<file path="config.mk">
export PLATFORM = sky130hd
export DESIGN_NAME = mult_div_unit
export DESIGN_NICKNAME = d
export VERILOG_FILES = /design/src/rtl/mult_div_unit_pkg.sv /design/src/rtl/mult_div_unit_abs.sv /design/src/rtl/mult_div_unit.sv
export SDC_FILE = /design/constraint.sdc
export NUM_CORES = 1
export LEC_CHECK = 0
export CORE_ASPECT_RATIO = 1.25
export CORE_MARGIN = 5
export CORE_UTILIZATION = 45
export CTS_CLUSTER_DIAMETER = 40
export DETAILED_ROUTE_END_ITERATION = 16
export SETUP_SLACK_MARGIN = 0.3
export SLEW_MARGIN = 0
export SYNTH_ARGS = -nofsm -noshare
export SYNTH_HDL_FRONTEND = slang
export SYNTH_SLANG_ARGS = --single-unit
</file>
<file path="constraint.sdc">
create_clock -name clk -period 6.3 [get_ports clk]
set_input_delay 1.26 -clock clk [delete_from_list [all_inputs] [get_ports clk]]
set_output_delay 1.26 -clock clk [all_outputs]
set_load 0.02 [all_outputs]
</file>
<file path="src/rtl/mult_div_unit_pkg.sv">
// Shared definitions for the sequential signed multiply/divide unit:
// default operand width, counter width and FSM state encodings.
package mult_div_unit_pkg;

  localparam int MD_WIDTH = 32;
  localparam int MD_CNT_W = $clog2(MD_WIDTH + 1);

  typedef enum logic [2:0] {
    ST_IDLE     = 3'd0,
    ST_MULT_RUN = 3'd1,
    ST_DIV_RUN  = 3'd2,
    ST_DIV_FIX  = 3'd3,
    ST_DONE     = 3'd4,
    ST_DZ       = 3'd5
  } md_state_t;

endpackage

</file>
<file path="src/rtl/mult_div_unit_abs.sv">
// Two's-complement conditional negation: yields |value| when negate follows the
// sign bit, or a plain sign correction when negate is driven from latched signs.
module mult_div_unit_abs #(
  parameter int WIDTH = 32
) (
  input  logic [WIDTH-1:0] value,
  input  logic             negate,
  output logic [WIDTH-1:0] result,
  output logic             sign
);

  assign sign   = value[WIDTH-1];
  assign result = negate ? -value : value;

endmodule

</file>
<file path="src/rtl/mult_div_unit.sv">
// Multicycle signed multiply (radix-2 Booth) and divide (restoring) unit.
// Both algorithms share the accumulator/shift registers; hi/lo load only on DONE.
module mult_div_unit
  import mult_div_unit_pkg::*;
#(
  parameter int WIDTH = MD_WIDTH
) (
  input  logic             clk,
  input  logic             reset,
  input  logic             mult,
  input  logic             div,
  input  logic [WIDTH-1:0] srcA,
  input  logic [WIDTH-1:0] srcB,
  output logic [WIDTH-1:0] hi,
  output logic [WIDTH-1:0] lo,
  output logic             busy,
  output logic             done,
  output logic             dzero
);

  localparam int CNT_W = $clog2(WIDTH + 1);
  localparam logic [CNT_W-1:0] CNT_INIT = CNT_W'(WIDTH);
  localparam logic [CNT_W-1:0] CNT_ONE  = CNT_W'(1);

  md_state_t state_reg, state_next;

  // acc_hi is Booth's hi accumulator (one guard bit) or the divide remainder;
  // acc_lo is the multiplier shift register or the dividend/quotient register.
  logic [WIDTH:0]   acc_hi_reg, acc_hi_next;
  logic [WIDTH-1:0] acc_lo_reg, acc_lo_next;
  logic [WIDTH-1:0] opb_reg, opb_next;
  logic             q_m1_reg, q_m1_next;
  logic [CNT_W-1:0] cnt_reg, cnt_next;
  logic             sign_a_reg, sign_a_next;
  logic             sign_b_reg, sign_b_next;

  logic [WIDTH-1:0] hi_reg, lo_reg;
  logic             busy_reg, done_reg, dzero_reg;

  logic [WIDTH-1:0] abs_a_in, abs_b_in, abs_a_out, abs_b_out;
  logic             abs_a_neg, abs_b_neg, abs_a_sign, abs_b_sign;

  logic [WIDTH:0]   opb_ext, booth_sum;
  logic [WIDTH:0]   rem_shift;
  logic [WIDTH+1:0] rem_diff;
  logic             last_step;

  // In IDLE the helpers take operand magnitudes; in DIV_FIX they apply the sign fix.
  always_comb begin
    abs_a_in  = srcA;
    abs_a_neg = srcA[WIDTH-1];
    abs_b_in  = srcB;
    abs_b_neg = srcB[WIDTH-1];
    if (state_reg == ST_DIV_FIX) begin
      abs_a_in  = acc_lo_reg;
      abs_a_neg = sign_a_reg ^ sign_b_reg;
      abs_b_in  = acc_hi_reg[WIDTH-1:0];
      abs_b_neg = sign_a_reg;
    end
  end

  mult_div_unit_abs #(.WIDTH(WIDTH)) u_abs_a (
    .value  (abs_a_in),
    .negate (abs_a_neg),
    .result (abs_a_out),
    .sign   (abs_a_sign)
  );

  mult_div_unit_abs #(.WIDTH(WIDTH)) u_abs_b (
    .value  (abs_b_in),
    .negate (abs_b_neg),
    .result (abs_b_out),
    .sign   (abs_b_sign)
  );

  always_comb begin
    opb_ext = {opb_reg[WIDTH-1], opb_reg};
    case ({acc_lo_reg[0], q_m1_reg})
      2'b01:   booth_sum = acc_hi_reg + opb_ext;
      2'b10:   booth_sum = acc_hi_reg - opb_ext;
      default: booth_sum = acc_hi_reg;
    endcase
  end

  // Remainder stays below the divisor, so its top guard bit is never needed here.
  assign rem_shift = {acc_hi_reg[WIDTH-1:0], acc_lo_reg[WIDTH-1]};
  assign rem_diff  = {1'b0, rem_shift} - {2'b00, opb_reg};
  assign last_step = (cnt_reg == CNT_ONE);

  always_comb begin
    state_next  = state_reg;
    acc_hi_next = acc_hi_reg;
    acc_lo_next = acc_lo_reg;
    opb_next    = opb_reg;
    q_m1_next   = q_m1_reg;
    cnt_next    = cnt_reg;
    sign_a_next = sign_a_reg;
    sign_b_next = sign_b_reg;

    case (state_reg)
      ST_IDLE: begin
        if (mult) begin
          state_next  = ST_MULT_RUN;
          acc_hi_next = '0;
          acc_lo_next = srcA;
          opb_next    = srcB;
          q_m1_next   = 1'b0;
          cnt_next    = CNT_INIT;
        end else if (div) begin
          if (srcB == '0) begin
            state_next = ST_DZ;
          end else begin
            state_next  = ST_DIV_RUN;
            sign_a_next = abs_a_sign;
            sign_b_next = abs_b_sign;
            acc_hi_next = '0;
            acc_lo_next = abs_a_out;
            opb_next    = abs_b_out;
            cnt_next    = CNT_INIT;
          end
        end
      end

      ST_MULT_RUN: begin
        acc_hi_next = {booth_sum[WIDTH], booth_sum[WIDTH:1]};
        acc_lo_next = {booth_sum[0], acc_lo_reg[WIDTH-1:1]};
        q_m1_next   = acc_lo_reg[0];
        cnt_next    = cnt_reg - CNT_ONE;
        if (last_step) begin
          state_next = ST_DONE;
        end
      end

      ST_DIV_RUN: begin
        if (!rem_diff[WIDTH+1]) begin
          acc_hi_next = rem_diff[WIDTH:0];
          acc_lo_next = {acc_lo_reg[WIDTH-2:0], 1'b1};
        end else begin
          acc_hi_next = rem_shift;
          acc_lo_next = {acc_lo_reg[WIDTH-2:0], 1'b0};
        end
        cnt_next = cnt_reg - CNT_ONE;
        if (last_step) begin
          state_next = ST_DIV_FIX;
        end
      end

      ST_DIV_FIX: begin
        acc_lo_next = abs_a_out;
        acc_hi_next = {1'b0, abs_b_out};
        state_next  = ST_DONE;
      end

      ST_DONE: state_next = ST_IDLE;
      ST_DZ:   state_next = ST_IDLE;
      default: state_next = ST_IDLE;
    endcase
  end

  always_ff @(posedge clk or negedge reset) begin
    if (!reset) begin
      state_reg  <= ST_IDLE;
      acc_hi_reg <= '0;
      acc_lo_reg <= '0;
      opb_reg    <= '0;
      q_m1_reg   <= 1'b0;
      cnt_reg    <= '0;
      sign_a_reg <= 1'b0;
      sign_b_reg <= 1'b0;
      hi_reg     <= '0;
      lo_reg     <= '0;
      busy_reg   <= 1'b0;
      done_reg   <= 1'b0;
      dzero_reg  <= 1'b0;
    end else begin
      state_reg  <= state_next;
      acc_hi_reg <= acc_hi_next;
      acc_lo_reg <= acc_lo_next;
      opb_reg    <= opb_next;
      q_m1_reg   <= q_m1_next;
      cnt_reg    <= cnt_next;
      sign_a_reg <= sign_a_next;
      sign_b_reg <= sign_b_next;
      busy_reg   <= (state_next != ST_IDLE);
      done_reg   <= (state_next == ST_DONE);
      dzero_reg  <= (state_next == ST_DZ);
      // Results become visible together with the done pulse and hold afterwards.
      if (state_next == ST_DONE) begin
        hi_reg <= acc_hi_next[WIDTH-1:0];
        lo_reg <= acc_lo_next;
      end
    end
  end

  assign hi    = hi_reg;
  assign lo    = lo_reg;
  assign busy  = busy_reg;
  assign done  = done_reg;
  assign dzero = dzero_reg;

endmodule

</file>
Word-level counts from Yosys, hierarchy flattened
Index checks and enable logic that the tools add are counted.

operators by class
  $add $sub $neg = 6
  reduce and logical (&&, ||, !) cells = 13
  multiplexer cells = 32
  bitwise logic cells = 3
  equal/unequal tests = 12

operator list
  cell                   number
  $mux W32               10
  $mux W33               4
  $pmux W33 S4           1
  $pmux W32 S4           1
  $pmux W33 S2           1
  $neg A32 Y32           2
  $sub A33 B32 Y34       1
  $add A33 B33 Y33       1
  $sub A33 B33 Y33       1
  $logic_not A32 Y1      1
  $mux W6                3
  $mux W3                5
  $pmux W3 S4            1
  $pmux W6 S2            1
  $reduce_and A3 Y1      3
  $eq A3 B2 Y1 const B   2
  $eq A3 B3 Y1 const B   2
  $eq A6 B1 Y1 const B   1
  $ne A3 B3 Y1 const B   2
  $reduce_bool A2 Y1     3
  $sub A6 B1 Y6 const B  1
  $mux W1                4
  $ne A2 B2 Y1 const B   2
  $reduce_and A4 Y1      1
  other kinds (11)       12

word-level totals
  word-level logic and storage cells = 80
  register bits = 176
  output and inout bits = 67

Logic depth before layout (Yosys ltp)
Gate-level depths: netlist of run 1.

  depth after elaboration = 8
  mapped depth = 20
  gate-level depth less buffers = 17

Modules after synthesis
From an unflattened synthesis of run 1, not the netlist that was laid out.

second synthesis, totals
  cells, all modules = 1959
  area, all modules = 15778.9 µm²

modules (own cells, without submodules)
  module             seq. area each (µm²)  instances  cells an instance  area an instance (µm²)
  mult_div_unit      4404.2                1          1759               14267.4
  mult_div_unit_abs  0.0                   2          100                755.7

Worst setup path after synthesis of run 1
OpenSTA, ideal clock, no wires.

  kind = register to register
  from = register state_reg[1]
  to = register acc_hi_reg[26]
  setup time = 0.126 ns
  stages on the path, launching flop included = 21
  data required time = 6.174 ns
  path slack = 1.751 ns
  buffers on the path = 7
  arrival time = 4.423 ns
  cell sequence = dfrtp_1 > clkbuf_2 > nand3b_1 > buf_4 > buf_2 > clkbuf_1 > buf_2 > clkbuf_1 > clkbuf_1 > nor2_1 > a21oi_1 > ha_1 > nor3b_1 > and4_1 > nor2_1 > nor3_1 > a21oi_1 > xnor2_1 > a22oi_1 > o221ai_1 > a221o_1

on the way
  word-level cells in the longest chain between the ends = 5

RTL lines
  element                 RTL line                                   source
  start, declared         mult_div_unit.sv:25                        md_state_t state_reg, state_next;
  start signal, assigned  mult_div_unit.sv:176                       state_reg <= state_next;
  $eq A3 B2 Y1            mult_div_unit.sv:54, mult_div_unit.sv:100
  $mux W32                mult_div_unit.sv:54                        if (state_reg == ST_DIV_FIX) begin
  $neg A32 Y32            mult_div_unit_abs.sv:13                    assign result = negate ? -value : value;
  $mux W32                mult_div_unit_abs.sv:13
  $pmux W33 S4 *          mult_div_unit.sv:100                       case (state_reg)
  via acc_hi_next[26]     mult_div_unit.sv:29                        logic [WIDTH:0] acc_hi_reg, acc_hi_next;
  end signal, assigned    mult_div_unit.sv:177                       acc_hi_reg <= acc_hi_next;
  end, declared           mult_div_unit.sv:29

Mark *: on every way through the listed nets, which the timed path passes. The rest lies on a longest branch.
A chain may end at the register's enable or synchronous reset.

Worst setup path in the final report of run 1
  from = register opb_reg[1]
  to = register hi_reg[21], in the netlist hi[21]

on the way
  word-level cells in the longest chain between the ends = 3

RTL lines
  element                                          RTL line                                   source
  start, declared                                  mult_div_unit.sv:31                        logic [WIDTH-1:0] opb_reg, opb_next;
  start signal, assigned                           mult_div_unit.sv:179                       opb_reg <= opb_next;
  $sub A33 B33 Y33 (tied with other cells)         mult_div_unit.sv:80                        2'b10: booth_sum = acc_hi_reg - opb_ext;
  $pmux W33 S2 / $mux W33 (equally long branches)  mult_div_unit.sv:78, mult_div_unit.sv:135
  $pmux W33 S4 *                                   mult_div_unit.sv:100
  end signal, assigned                             mult_div_unit.sv:189                       hi_reg <= acc_hi_next[WIDTH-1:0];
  end, declared                                    mult_div_unit.sv:37                        logic [WIDTH-1:0] hi_reg, lo_reg;

Every way passes the cells marked *; elsewhere a longest branch is shown, timed or not.

==> impl_metrics.ini, run 1 <==
[die]
die_x_um = 184
die_h_um = 228
start_util_pct = 45.6
core_area_um2 = 37400
die-area_um2 = 41900
io_pins = 135
rows = 79

[worst_setup_path]
startpoint_type = register
worstPathRequired_ns = 6.64
reg2reg_from = opb_reg[1]$_DFFE_PN0P_
reg2regPathDepth = 15
cp_top_family = compound AO/OA/AOI/OAI gates
path_class = register to register
path_max_fanout = 6
critical_path.slowest_cell = a2111oi_1
crit_chain = inv_1 > ha_1 > or4b_2 > nor4_2 > a31oi_1 > xnor2_1 > ha_1 > o21ai_0 > nor2_1 > o41ai_1 > o21ai_0 > xnor2_1 > a2111oi_1 > o221a_2 > a21oi_2
end_kind = register
critPathArrivalTime_ns = 5.56
crit_path_max_incr_delay_ns = 0.72
rr_endpoint = hi[21]$_DFFE_PN0P_
rrSetupSlack_ns = 1.09
cp_num_buf_inv = 1

[sta]
setup_tns_ns = 0
hold_ws_ns = 0.478
finalMaxSlewViolations = 0
min_period_ns = 5.21
clock.fmax_mhz = 192
finalWorstSetupSlack_ns = 1.09
finalHoldViolations = 0
relSlewSlack_pct = 23.0
finClkSkew_ns = 0.0113
period_share_pct = 82.7
rsz0062_at_grt = no
worst_pin_slew_ns = 1.15
setup_viol = 0

[worst_hold_path]
min_path_type = register to register
min_from = lo[3]$_DFFE_PN0P_
hold_depth = 2
hold_end = lo[3]$_DFFE_PN0P_

[logic_synthesis]
yosys_most_used_dff = dfrtp_1
ys_types = 91
synth_fp_nets = 2414
synth_warnings = 0
synthCells = 2274
synth_edf_count = 0
syn_area_per_cell_um2 = 7.50
yosysSeqAreaShare_pct = 25.8
syn-cell-area_um2 = 17100
synth-seq-cells = 176
synthArstFlopShare_pct = 100

[placed_design]
gp_congestion = 1.01
dpl.hpwl_um = 52000
dp_worst_setup_slack_ns = 1.17
portBuffers = 134

[outcome]
status = completed

[route]
ant_nets = 0
vias = 18600
viasPerCell = 6.59
drt_first_pass_iters = 6
wire_per_inst_um = 25.1
routed_wl_um = 70800
drt_iter0_drc = 2199
drc_errors = 0

[clock_tree]
cts.sinks = 176
clk_pin_slew_ns = 0.07
cts_tree = done
ctsResizeCount = 0
cts_root_buffer = clkbuf_16
clockBufferDepth = 2
h-tree-depth = 4
cts_setup_buffers = 0
clock_latency_ns = 0.47
cts_hold_buf = 0
cts_buffers = 17

[global_route]
grt.total_usage_pct = 32.9
grt_overflow = 0
grt_pass1_vias = 17700
grt_first_pass_wirelength_um = 106000
antenna_found_initial = 4
grt_max_degree = 74

[finish]
largest_register_ff_count = 33
nets = 2454
drive_gt1_share_pct = 6.32
fin_util_pct = 51.8
area_growth_pct = 13.5

[pwr]
power_frac_seq_pct = 19.5
powerDensity_nw_per_um2 = 673
total_power_mw = 13.0
intPower_mw = 5.99
switchingPower_mw = 7.03
max-vdd-ir-drop_v = 0.000347
switching_share_pct = 54.0
p_leak_nw = 7.86
comb_power_share_pct = 71.4
clockPowerShare_pct = 9.1

[run]
cap_viol_max_count = 0
==> layer usage <==
metal  wire (µm)  vias up  GRT usage [%]
met3        5280      237           5.54
met5          15        -              0
met4        4480        2           18.5
li1            -     8466              -
met2       33100      945           54.0
met1       27900     8902           41.3
==> cell type report <==
| class | count | area (µm²) |
|---|---|---|
| sequential | 176 | 4410 |
| inverter | 81 | 305 |
| antenna | 3 | 7.51 |
| multi-input combinational | 1861 | 11700 |
| clock inverter | 12 | 168 |
| tap | 486 | 608 |
| fill | 3676 | 18000 |
| clock buffer | 20 | 457 |
| timing repair buffer | 177 | 1660 |
==> cells in the final DEF (no fill, tap or decap), types with 8 or more instances in the layout <==
cell type and n:
a211oi_1 20, mux2_2 35, and3_1 13, a221oi_1 26, o41ai_1 11, clkdlybuf4s50_1 132
and2_1 15, o21ai_0 187, a21o_1 30, a41oi_1 8, o211ai_1 33, o221ai_1 21
a22oi_1 18, nor4_1 34, buf_4 43, nand4_1 21, nand3_1 42, mux2i_1 50
ha_1 70, xor2_1 46, a221o_1 15, nor3b_1 8, a31oi_1 51, nor3_1 76
or3_1 25, o21bai_1 10, nor2b_1 31, nor2_1 233, o21a_1 18, nand2_1 221
xnor2_1 85, o22ai_1 15, inv_1 79, dfrtp_1 175, or4_1 9, nand2b_1 15
o31a_1 9, o31ai_1 17, clkbuf_16 17, a21oi_1 239
==> synth_stat cells (17+ instances only) <==
library cell	number	area, µm²
a211oi_1	20	150
a21o_1	30	225
a21oi_1	240	1200
a221oi_1	26	228
a22oi_1	18	135
a31oi_1	51	319
buf_2	20	100
clkbuf_1	115	432
dfrtp_1	176	4400
ha_1	70	876
inv_1	79	297
mux2_2	35	394
mux2i_1	50	500
nand2_1	221	830
nand3_1	42	210
nand4_1	21	131
nor2_1	235	882
nor2b_1	32	200
nor3_1	78	390
nor4_1	34	213
o211ai_1	33	248
o21a_1	18	135
o21ai_0	187	936
o221ai_1	21	184
o31ai_1	17	128
or3_1	25	156
xnor2_1	85	744
xor2_1	46	403
==> power groups by stage <==
stage                     combinational (mW)  clock (mW)  sequential, mW
after floorplan                         6.40           0            2.33
after global placement                  8.99           0            2.52
after detailed placement                9.07           0            2.53
after CTS                               9.12        1.19            2.51
after global routing                    10.1        1.23            2.60
final                                   9.29        1.18            2.54
==> worst max path at each step <==
stage / cells past startpoint / from / slack [ns] / to
floorplan: 20 / state_reg[1]$_DFF_PN0_ / 1.75 / acc_hi_reg[26]$_DFF_PN0_
global placement: 10 / srcB[9] / 1.18 / opb_reg[17]$_DFFE_PN0P_
detailed placement: 9 / srcB[9] / 1.17 / hi[13]$_DFFE_PN0P_
CTS: 15 / opb_reg[1]$_DFFE_PN0P_ / 1.27 / hi[21]$_DFFE_PN0P_
global route: 15 / opb_reg[1]$_DFFE_PN0P_ / 0.79 / acc_hi_reg[21]$_DFF_PN0_
finish: 15 / opb_reg[1]$_DFFE_PN0P_ / 1.09 / hi[21]$_DFFE_PN0P_
==> worst min-delay path, cell delays in order (launching register included) <==
cell and delay [ns]:
dfrtp_1 0.35, nand2_1 0.05, nand2_1 0.05
==> cell families after synthesis <==
logic type / count (synthesis) / share of synthesized area (%)
AND/OR/NAND/NOR: 774 / 21.4
multiplexers: 85 / 5.25
flip-flops: 176 / 25.8
XOR/XNOR: 131 / 6.73
buffers and inverters: 237 / 5.52
AO/OA/AOI/OAI: 799 / 29.9
adder cells (fa/ha/maj): 72 / 5.37
==> stage by stage <==
stage / instance area [µm²] / cells
2_1_floorplan: 17100 / 2274
3_3_place_gp: 18700 / 2781
3_5_place_dp: 18700 / 2781
4_1_cts: 19300 / 2813
5_1_grt: 19300 / 2814
6_report: 19400 / 2816
No activity file was read; power rests on OpenSTA's default activity.
==> run 2: changes to the inputs <==
==> constraint.sdc (replaced) <==
create_clock -name clk -period 5 [get_ports clk]
set_input_delay 1 -clock clk [delete_from_list [all_inputs] [get_ports clk]]
set_output_delay 1 -clock clk [all_outputs]
set_load 0.02 [all_outputs]
==> impl_metrics.ini, run 2 (synthesis results as in run 1) <==
[die]
die_h_um = 228
start_util_pct = 45.6
io_pins = 135
core_area_um2 = 37400
die_x_um = 184
rows = 79
die-area_um2 = 41900

[finish]
fin_cells = 2870
fin_util_pct = 53.2
area_growth_pct = 16.6
final_common_cell = a21oi_1
fin_area_um2 = 19900
layout_common_cells = 238 x a21oi_1, 231 x nor2_1, 221 x nand2_1, 186 x o21ai_0, 175 x dfrtp_1
largest_register_ff_count = 33
nets = 2509
drive_gt1_share_pct = 9.36

[pwr]
p_leak_nw = 8.16
powerDensity_nw_per_um2 = 845
intPower_mw = 7.81
power_frac_seq_pct = 18.8
max-vdd-ir-drop_v = 0.000367
switchingPower_mw = 8.99
total_power_mw = 16.8
comb_power_share_pct = 72.4
clockPowerShare_pct = 8.8
switching_share_pct = 53.5

[sta]
finalMaxSlewViolations = 0
relSlewSlack_pct = 19.8
setup_viol = 0
hold_ws_ns = 0.477
setup_tns_ns = 0
finalHoldViolations = 0
min_period_ns = 4.54
finClkSkew_ns = 0.0109
worst_pin_slew_ns = 1.20
finalWorstSetupSlack_ns = 0.462
clock.fmax_mhz = 220
period_share_pct = 90.8
rsz0062_at_grt = no

[worst_setup_path]
critPathArrivalTime_ns = 4.88
rr_endpoint = acc_hi_reg[30]$_DFF_PN0_
cp_top_family = compound AO/OA/AOI/OAI gates
end_kind = register
startpoint_type = register
rrSetupSlack_ns = 0.46
path_max_fanout = 5
cp-startpoint = opb_reg[1]$_DFFE_PN0P_
reg2regPathDepth = 17
cp_num_buf_inv = 2
worstPathRequired_ns = 5.34
critical_path.slowest_cell = or4b_2
crit_chain = inv_1 > ha_2 > or4b_2 > nor4_2 > buf_4 > a31oi_1 > xnor2_1 > ha_1 > a21oi_1 > o21ai_0 > a21oi_1 > o21ai_0 > a21oi_1 > o21ai_0 > xor2_1 > a221oi_1 > o32ai_1
crit_path_max_incr_delay_ns = 0.64
path_class = register to register
cp.depth = 17
endpoint = acc_hi_reg[30]$_DFF_PN0_
reg2reg_from = opb_reg[1]$_DFFE_PN0P_

[clock_tree]
clk_pin_slew_ns = 0.08
clockBufferDepth = 2
clock_latency_ns = 0.48
cts_hold_buf = 0
cts.sinks = 176
cts_root_buffer = clkbuf_16
h-tree-depth = 4
cts_buffers = 17
cts_tree = done

[route]
vias = 18800
drt_iter0_drc = 2324
wire_per_inst_um = 25.0
routed_wl_um = 71600
ant_nets = 0
drc_errors = 0
drt_first_pass_iters = 7
viasPerCell = 6.55

[worst_hold_path]
hold_depth = 2
min_path_type = register to register

[global_route]
grt.total_usage_pct = 33.6
antenna_found_initial = 4
grt_first_pass_wirelength_um = 109000
grt_max_degree = 98
grt_overflow = 0
grt_pass1_vias = 18200

[placed_design]
dp_cells = 2832
placed_area_um2 = 19100
portBuffers = 134
dp_worst_setup_slack_ns = 0.329
dpl.hpwl_um = 53700
gp_congestion = 1.00

[outcome]
status = completed

[run]
cap_viol_max_count = 0
## run 2: cell types whose count changed in the layout (fill, tap and decap cells not counted), moves of 3 or more
cell and delta:
buf_12 +3, a221oi_1 -4, inv_6 -3, buf_4 +52, clkinvlp_4 +3, a221oi_2 +4
inv_8 +3
## run 2: worst min-delay path, cell delays in order (launching register included)
cell	delay (ns)
dfrtp_1	0.34
nand2_1	0.05
nand2_1	0.05
## run 2: what timing repair did
item	4_1_cts	5_1_grt
setup buffers	0	4
setup endpoints to repair	0	18
resized for setup	0	21
## run 2: final cells by class
cell class	instances	area [µm²]
diodes	2	5.00
well taps	486	608
clock inverters	15	198
inverters	81	305
flip-flops and latches	176	4410
clock buffers	17	425
repair buffers	232	2110
multi-input cells	1861	11800
fillers	3613	17500
## run 2: worst min-delay path by stage
stage | to | startpoint
floorplan | q_m1_reg$_DFFE_PN0P_ | q_m1_reg$_DFFE_PN0P_
global placement | lo[3]$_DFFE_PN0P_ | lo[3]$_DFFE_PN0P_
detailed placement | lo[3]$_DFFE_PN0P_ | lo[3]$_DFFE_PN0P_
CTS | lo[3]$_DFFE_PN0P_ | lo[3]$_DFFE_PN0P_
global route | lo[5]$_DFFE_PN0P_ | lo[5]$_DFFE_PN0P_
finish | lo[5]$_DFFE_PN0P_ | lo[5]$_DFFE_PN0P_
## run 2: power groups by stage
stage / Clock, mW / Combinational, mW / Sequential, mW
after floorplan: 0 / 8.07 / 2.93
after global placement: 0 / 11.6 / 3.13
after detailed placement: 0 / 11.7 / 3.14
after CTS: 1.50 / 11.7 / 3.12
after global routing: 1.56 / 13.1 / 3.25
final: 1.48 / 12.2 / 3.16
## run 2: metal layers
metal | wire (µm) | vias up | track usage [%]
met5 | 23 | - | 0
met2 | 33700 | 949 | 55.6
met4 | 4200 | 4 | 18.1
met3 | 5360 | 212 | 5.01
met1 | 28400 | 9030 | 42.5
li1 | - | 8592 | -
==> run 3: changes to the inputs <==
--- a/config.mk
+++ b/config.mk
@@ -5,13 +5,15 @@
 export SDC_FILE = /design/constraint.sdc
 export NUM_CORES = 1
 export LEC_CHECK = 0
+export CAP_MARGIN = 20
 export CORE_ASPECT_RATIO = 1.25
 export CORE_MARGIN = 5
 export CORE_UTILIZATION = 45
 export CTS_CLUSTER_DIAMETER = 40
 export DETAILED_ROUTE_END_ITERATION = 16
 export SETUP_SLACK_MARGIN = 0.3
-export SLEW_MARGIN = 0
+export SKIP_CTS_REPAIR_TIMING = 1
+export SLEW_MARGIN = 20
 export SYNTH_ARGS = -nofsm -noshare
 export SYNTH_HDL_FRONTEND = slang
 export SYNTH_SLANG_ARGS = --single-unit
==> results of run 3 <==
Final layout, timing and power as in run 2 (identical DEF).
